## config.mk

```make
export PLATFORM = sky130hd
export DESIGN_NAME = regfile_wb_scheduler_flat
export DESIGN_NICKNAME = d
export VERILOG_FILES = /design/src/rtl/regfile_wb_scheduler_pkg.sv /design/src/rtl/regfile_wb_scheduler_if.sv /design/src/rtl/regfile_wb_scheduler_wb_scoreboard.sv /design/src/rtl/regfile_wb_scheduler.sv /design/src/flat_wrapper.sv
export SDC_FILE = /design/constraint.sdc
export NUM_CORES = 1
export LEC_CHECK = 0
export BUFFER_PORTS_ARGS = -buffer_cell sky130_fd_sc_hd__buf_2
export CORE_AREA = 2 2 137 112
export CTS_CLUSTER_DIAMETER = 150
export CTS_CLUSTER_SIZE = 16
export DETAILED_ROUTE_END_ITERATION = 16
export DIE_AREA = 0 0 139 114
export GPL_ROUTABILITY_DRIVEN = 0
export MAX_ROUTING_LAYER = met4
export PLACE_DENSITY = 0.95
export SETUP_SLACK_MARGIN = 0.15
export SLEW_MARGIN = 20
export SYNTH_ARGS = -nofsm -noshare
export SYNTH_HDL_FRONTEND = slang
export SYNTH_SLANG_ARGS = --single-unit
```

## constraint.sdc

```tcl
create_clock -name Clk -period 3.7 [get_ports Clk]
set_clock_uncertainty 0.15 [all_clocks]
set_input_delay 0.74 -clock Clk [delete_from_list [all_inputs] [get_ports Clk]]
set_output_delay 0.74 -clock Clk [all_outputs]
set_load 0.01 [all_outputs]
```

## src/rtl/regfile_wb_scheduler_pkg.sv

```systemverilog
// regfile_wb_scheduler_pkg: shared indices and requester encoding for the write-back scheduler
package regfile_wb_scheduler_pkg;
  localparam int REG_IDX_W = 5;
  localparam int NUM_REGS = 32;
  localparam int ZERO_REG = 31;
  typedef enum logic {REQ_ALU = 1'b0, REQ_MEM = 1'b1} req_e;
endpackage

```

## src/rtl/regfile_wb_scheduler_if.sv

```systemverilog
// regfile_wb_scheduler_if: requester, issue, read-operand and register-file write-port signals
interface regfile_wb_scheduler_if #(parameter int DATA_W = 64);
  logic              AluValid, AluReady, MemValid, MemReady;
  logic [4:0]        AluRd, MemRd, IssueRd, RA, RB, RW;
  logic [DATA_W-1:0] AluData, MemData, BusW;
  logic              IssueValid, IssueReady, StallA, StallB, RegWr, WbErr;
  modport master (
    output AluValid, AluRd, AluData, MemValid, MemRd, MemData, IssueValid, IssueRd, RA, RB,
    input  AluReady, MemReady, IssueReady, StallA, StallB, RW, BusW, RegWr, WbErr
  );
  modport slave (
    input  AluValid, AluRd, AluData, MemValid, MemRd, MemData, IssueValid, IssueRd, RA, RB,
    output AluReady, MemReady, IssueReady, StallA, StallB, RW, BusW, RegWr, WbErr
  );
endinterface

```

## src/rtl/regfile_wb_scheduler_wb_scoreboard.sv

```systemverilog
// wb_scoreboard: per-register outstanding-write counters, issue back-pressure and read stalls
module wb_scoreboard
  import regfile_wb_scheduler_pkg::*;
#(
  parameter int CNT_W = 2,
  parameter int ZERO_IDX = ZERO_REG
) (
  input  logic                 clk,
  input  logic                 rst_n,
  input  logic                 issue_valid,
  input  logic [REG_IDX_W-1:0] issue_rd,
  input  logic                 wb_valid,
  input  logic [REG_IDX_W-1:0] wb_rd,
  input  logic [REG_IDX_W-1:0] ra,
  input  logic [REG_IDX_W-1:0] rb,
  output logic                 issue_ready,
  output logic                 stall_a,
  output logic                 stall_b,
  output logic                 wb_err
);
  localparam logic [CNT_W-1:0] CNT_MAX = '1;
  localparam logic [REG_IDX_W-1:0] ZR = REG_IDX_W'(ZERO_IDX);
  logic [CNT_W-1:0] cnt_q [NUM_REGS];
  logic [CNT_W-1:0] cnt_d [NUM_REGS];
  logic [NUM_REGS-1:0] inc_v, dec_v;
  logic inc_any, dec_any, wb_err_q, wb_err_d;
  always_comb begin
    issue_ready = cnt_q[issue_rd] != CNT_MAX;
    inc_any = issue_valid && issue_ready && issue_rd != ZR;
    dec_any = wb_valid && wb_rd != ZR;
    inc_v = inc_any ? NUM_REGS'(1) << issue_rd : '0;
    dec_v = dec_any ? NUM_REGS'(1) << wb_rd : '0;
    wb_err_d = wb_err_q || (dec_any && cnt_q[wb_rd] == '0);
    for (int i = 0; i < NUM_REGS; i++)
      cnt_d[i] = (inc_v[i] && !dec_v[i]) ? cnt_q[i] + CNT_W'(1) :
                 (dec_v[i] && !inc_v[i] && cnt_q[i] != '0) ? cnt_q[i] - CNT_W'(1) : cnt_q[i];
    cnt_d[ZERO_IDX] = '0;
  end
  always_ff @(posedge clk) begin
    if (!rst_n) begin
      cnt_q <= '{default: '0};
      wb_err_q <= 1'b0;
    end else begin
      cnt_q <= cnt_d;
      wb_err_q <= wb_err_d;
    end
  end
  assign stall_a = ra != ZR && cnt_q[ra] != '0;
  assign stall_b = rb != ZR && cnt_q[rb] != '0;
  assign wb_err = wb_err_q;
endmodule

```

## src/rtl/regfile_wb_scheduler.sv

```systemverilog
// regfile_wb_scheduler: round-robin ALU/MEM arbitration onto the register-file write port
// with a scoreboard of outstanding writes driving read stalls and issue back-pressure.
module regfile_wb_scheduler
  import regfile_wb_scheduler_pkg::*;
#(
  parameter int DATA_W = 64,
  parameter int CNT_W = 2,
  parameter int ZERO_IDX = ZERO_REG
) (
  input logic Clk,
  input logic Reset_n,
  regfile_wb_scheduler_if.slave bus
);
  localparam logic [REG_IDX_W-1:0] ZR = REG_IDX_W'(ZERO_IDX);
  req_e last_q, last_d;
  logic alu_gnt, mem_gnt, wb_valid, wr_en, regwr_q, regwr_d;
  logic [REG_IDX_W-1:0] wb_rd, rw_q, rw_d;
  logic [DATA_W-1:0] wb_data, busw_q, busw_d;
  always_comb begin
    alu_gnt = bus.AluValid && (!bus.MemValid || last_q == REQ_MEM);
    mem_gnt = bus.MemValid && !alu_gnt;
    wb_valid = alu_gnt || mem_gnt;
    wb_rd = alu_gnt ? bus.AluRd : bus.MemRd;
    wb_data = alu_gnt ? bus.AluData : bus.MemData;
    wr_en = wb_valid && wb_rd != ZR;
    last_d = (bus.AluValid && bus.MemValid) ? (alu_gnt ? REQ_ALU : REQ_MEM) : last_q;
    regwr_d = wr_en;
    rw_d = wr_en ? wb_rd : rw_q;
    busw_d = wr_en ? wb_data : busw_q;
  end
  always_ff @(posedge Clk) begin
    if (!Reset_n) begin
      last_q <= REQ_MEM;
      regwr_q <= 1'b0;
      rw_q <= '0;
      busw_q <= '0;
    end else begin
      last_q <= last_d;
      regwr_q <= regwr_d;
      rw_q <= rw_d;
      busw_q <= busw_d;
    end
  end
  wb_scoreboard #(.CNT_W(CNT_W), .ZERO_IDX(ZERO_IDX)) u_sb (
    .clk(Clk), .rst_n(Reset_n),
    .issue_valid(bus.IssueValid), .issue_rd(bus.IssueRd),
    .wb_valid(wb_valid), .wb_rd(wb_rd), .ra(bus.RA), .rb(bus.RB),
    .issue_ready(bus.IssueReady), .stall_a(bus.StallA), .stall_b(bus.StallB), .wb_err(bus.WbErr)
  );
  assign bus.AluReady = alu_gnt;
  assign bus.MemReady = mem_gnt;
  assign bus.RegWr = regwr_q;
  assign bus.RW = rw_q;
  assign bus.BusW = busw_q;
endmodule

```

## src/flat_wrapper.sv

```systemverilog
// flat-port wrapper written by rule: the top's interface ports become plain ports
module regfile_wb_scheduler_flat import regfile_wb_scheduler_pkg::*;
#(
  parameter int DATA_W = 64,
  parameter int CNT_W = 2,
  parameter int ZERO_IDX = ZERO_REG
)
  (Clk, Reset_n, bus_AluValid, bus_AluRd, bus_AluData, bus_MemValid, bus_MemRd, bus_MemData, bus_IssueValid, bus_IssueRd, bus_RA, bus_RB, bus_AluReady, bus_MemReady, bus_IssueReady, bus_StallA, bus_StallB, bus_RW, bus_BusW, bus_RegWr, bus_WbErr);
  regfile_wb_scheduler_if #(.DATA_W(DATA_W)) bus_i ();
  input logic Clk;
  input logic Reset_n;
  input wire logic [$bits(bus_i.AluValid)-1:0] bus_AluValid;
  input wire logic [$bits(bus_i.AluRd)-1:0] bus_AluRd;
  input wire logic [$bits(bus_i.AluData)-1:0] bus_AluData;
  input wire logic [$bits(bus_i.MemValid)-1:0] bus_MemValid;
  input wire logic [$bits(bus_i.MemRd)-1:0] bus_MemRd;
  input wire logic [$bits(bus_i.MemData)-1:0] bus_MemData;
  input wire logic [$bits(bus_i.IssueValid)-1:0] bus_IssueValid;
  input wire logic [$bits(bus_i.IssueRd)-1:0] bus_IssueRd;
  input wire logic [$bits(bus_i.RA)-1:0] bus_RA;
  input wire logic [$bits(bus_i.RB)-1:0] bus_RB;
  output wire logic [$bits(bus_i.AluReady)-1:0] bus_AluReady;
  output wire logic [$bits(bus_i.MemReady)-1:0] bus_MemReady;
  output wire logic [$bits(bus_i.IssueReady)-1:0] bus_IssueReady;
  output wire logic [$bits(bus_i.StallA)-1:0] bus_StallA;
  output wire logic [$bits(bus_i.StallB)-1:0] bus_StallB;
  output wire logic [$bits(bus_i.RW)-1:0] bus_RW;
  output wire logic [$bits(bus_i.BusW)-1:0] bus_BusW;
  output wire logic [$bits(bus_i.RegWr)-1:0] bus_RegWr;
  output wire logic [$bits(bus_i.WbErr)-1:0] bus_WbErr;
  assign bus_i.AluValid = bus_AluValid;
  assign bus_i.AluRd = bus_AluRd;
  assign bus_i.AluData = bus_AluData;
  assign bus_i.MemValid = bus_MemValid;
  assign bus_i.MemRd = bus_MemRd;
  assign bus_i.MemData = bus_MemData;
  assign bus_i.IssueValid = bus_IssueValid;
  assign bus_i.IssueRd = bus_IssueRd;
  assign bus_i.RA = bus_RA;
  assign bus_i.RB = bus_RB;
  assign bus_AluReady = bus_i.AluReady;
  assign bus_MemReady = bus_i.MemReady;
  assign bus_IssueReady = bus_i.IssueReady;
  assign bus_StallA = bus_i.StallA;
  assign bus_StallB = bus_i.StallB;
  assign bus_RW = bus_i.RW;
  assign bus_BusW = bus_i.BusW;
  assign bus_RegWr = bus_i.RegWr;
  assign bus_WbErr = bus_i.WbErr;
  regfile_wb_scheduler #(.DATA_W(DATA_W), .CNT_W(CNT_W), .ZERO_IDX(ZERO_IDX)) u_core (.Clk(Clk), .Reset_n(Reset_n), .bus(bus_i));
endmodule
```

==> results.md <==
* Post-synthesis cell type count at 63
* Crit path kind: primary input to primary output
* Total die area at 0.0158 sq mm
* Synth area leader: dfxtp_1
* Gr ovfl total at 0
* Initial antenna violation count at 1
* H-tree levels at 4
* TritonCTS Buffers at 17
* Critical Path AT at 2.50 ns
* Buf+Inv Stages, Crit Path at 2
* Tot GR Track Use at 0.319
* Longest Clk Path Bufs at 2
* Area delta synth->final at 23.2%
* Fillers at 1,173
* Post-DRT Antenna Nets at 0
* Part of the cycle the worst path needs at 0.917
* DRT iter0 DRCs at 1,224
* Critical path required time at 2.81 ns
* Crit end category: primary output
* LEAKAGE at 5.00 nW
* Slew Limit Fails at 0
* Post-synthesis register bit count at 134
* Ys async rst share at 0
* DR vias at 9,058
* Num rows at 40
* Power Density at 402 mW/mm^2
* Family with the most delay on the worst path: multiplexers
* Final Hold Fails at 0
* Largest net degree at the start of global routing at roughly 70
* Sequential Area at 0.00268 sq mm
* PostCTS Resize Cnt at 0
* Synth Flop Type: dfxtp_1
* Syn Area/Cell at between 7 and 8 sq um
* WL/cell at 18.1 um
* CTS clk-pin slew, worst paths at 0.06 ns
* Hold slack final at approximately 0.34 ns
* Hold_buf cts at 0
* Synth area leaders: dfxtp_1, nand2_1, o211a_1
* Root cell of the clock tree: clkbuf_16
* First-pass GRT wire length at 40,000 um
* Setup crit start kind: primary input
* DIE WIDTH at 139 um
* Vias in the first global route at 8,057
* Status: completed
* Initial core utilization at 0.557
* CP max stage delay at 0.58 ns
* Vias per cell at 6.39
* Clk_lat worst skew at 0.42 ns
* # Max-Cap Violations at 0
* Die Ht at about 110 um
* Post-CTS Setup Repair Bufs at 0
* Crit-path cells: buf_2 -> mux4_2 -> mux4_2 -> o21a_1 -> buf_2
* Pre-CTS WS at 0.310 ns
* Total number of clock tree sinks at 134
* Worst vdd ir at 0.317 mV
* Setup-failing EPs final at 0
* DRC viols at 0
* Crit-path slowest cell: mux4_2
* Top-area cell type share of the netlist area at 0.330
* Layout Nets at 1,373
* Hold WC Path Type: flop to flop
* Fmax at just under 0.3 GHz
* CP max FO at 23
* Post-Syn Instances at 1,018
* Unrepaired setup endpoints after global routing: no
* Min cycle time layout at roughly 3.4 ns
* Total Power at 4.02 mW
* EDFF count, synth at 0
* Core area at 0.0146 sq mm
* Clock tree from TritonCTS: built
* Worst-Margin Slew at about 0.76 ns
* Final WL at roughly 26,000 um
* Synth warn at 0
* Slew Limit Headroom at 0.491
* DRT Pass-1 Iters at 8
* I/O pins at 234
* Port bufs at 233
* Worst setup margin at 0.305 ns
* Count leader, synth: nand2_1
* Net Count, Synth at 1,176
* TNS Setup at 0 ns
* DP HPWL at 18,600 um
* Most instantiated cells after synthesis: nand2_1, dfxtp_1, o21ai_0, nand3_1, o211a_1
* Synth Cell Area at 0.00814 sq mm
* Post-synthesis sequential area ratio at 0.330
* Share of layout cells above drive strength 1 at 0.265
* Footprint of the multi-input gates at 0.00513 sq mm
## stage by stage
stage / utilization / std cells / area (sq um)
final: 0.686 / 1418 / 10000
after detailed placement: 0.644 / 1385 / 9420
after global placement: 0.644 / 1385 / 9420
after floorplan: - / 1018 / 8140
after global routing: 0.686 / 1418 / 10000
after CTS: 0.686 / 1417 / 10000
## state kept, by name (all words and copies together) (netlist names)
signal / flops
u_core.bus.BusW: 64
u_core.u_sb.cnt_q: 62
u_core.u_sb.wb_err: 1
u_core.bus.RW: 5
u_core.bus.RegWr: 1
u_core.last_q: 1
## routing by layer
metal  global-route usage  vias to the layer above  wire length (um)
li1                     -                     4163                 -
met1                0.404                     4135             10100
met2                0.481                      640             11500
met5                    -                        -                 0
met4                0.143                        0               933
met3               0.0886                      120              3120
## logic make-up after synthesis
logic type | synth area share
mux | 0.0561
flops | 0.330
buf+inv | 0.0414
compound gates | 0.293
xor+xnor | 0.00215
simple gates | 0.278
## area by class of cell
| cell class | count | share of cell area |
|---|---|---|
| diodes | 1 | 0.000250 |
| repair buffers | 251 | 0.133 |
| well taps | 189 | 0.0236 |
| multi-input cells | 800 | 0.511 |
| flip-flops and latches | 134 | 0.268 |
| clock inverters | 15 | 0.0179 |
| inverters | 11 | 0.00412 |
| clock buffers | 17 | 0.0424 |
## placed cells by master (no fill, tap or decap), types with 20 or more instances in the layout
master and instances:
buf_2 232, and3_1 49, dfxtp_1 134, nand3_1 77, a211o_1 23, o21ai_0 78
nand2b_1 35, a211oi_1 20, a21oi_1 30, nor2_1 42, a21boi_0 30, o211a_1 71
nand2_1 195
## worst paths after layout
kind | from | end | slack (ns) | cells after the start
min reg2reg | u_core.bus.BusW[2] | u_core.bus.BusW[2] | 0.34 | 1
min | u_core.bus.BusW[2] | u_core.bus.BusW[2] | 0.34 | 1
max reg2reg | u_core.last_q | u_core.u_sb.cnt_q[30] | 0.88 | 9
max | bus_IssueRd[0] | bus_IssueReady | 0.31 | 5
## power by group
part / internal, mW / leakage (nW) / switching [mW] / total, mW
combinational: 0.299 / 3.62 / 0.422 / 0.721
sequential: 1.52 / 1.10 / 0.0441 / 1.57
clock: 1.06 / 0.286 / 0.675 / 1.74
Power figures use the tool's default switching activity.
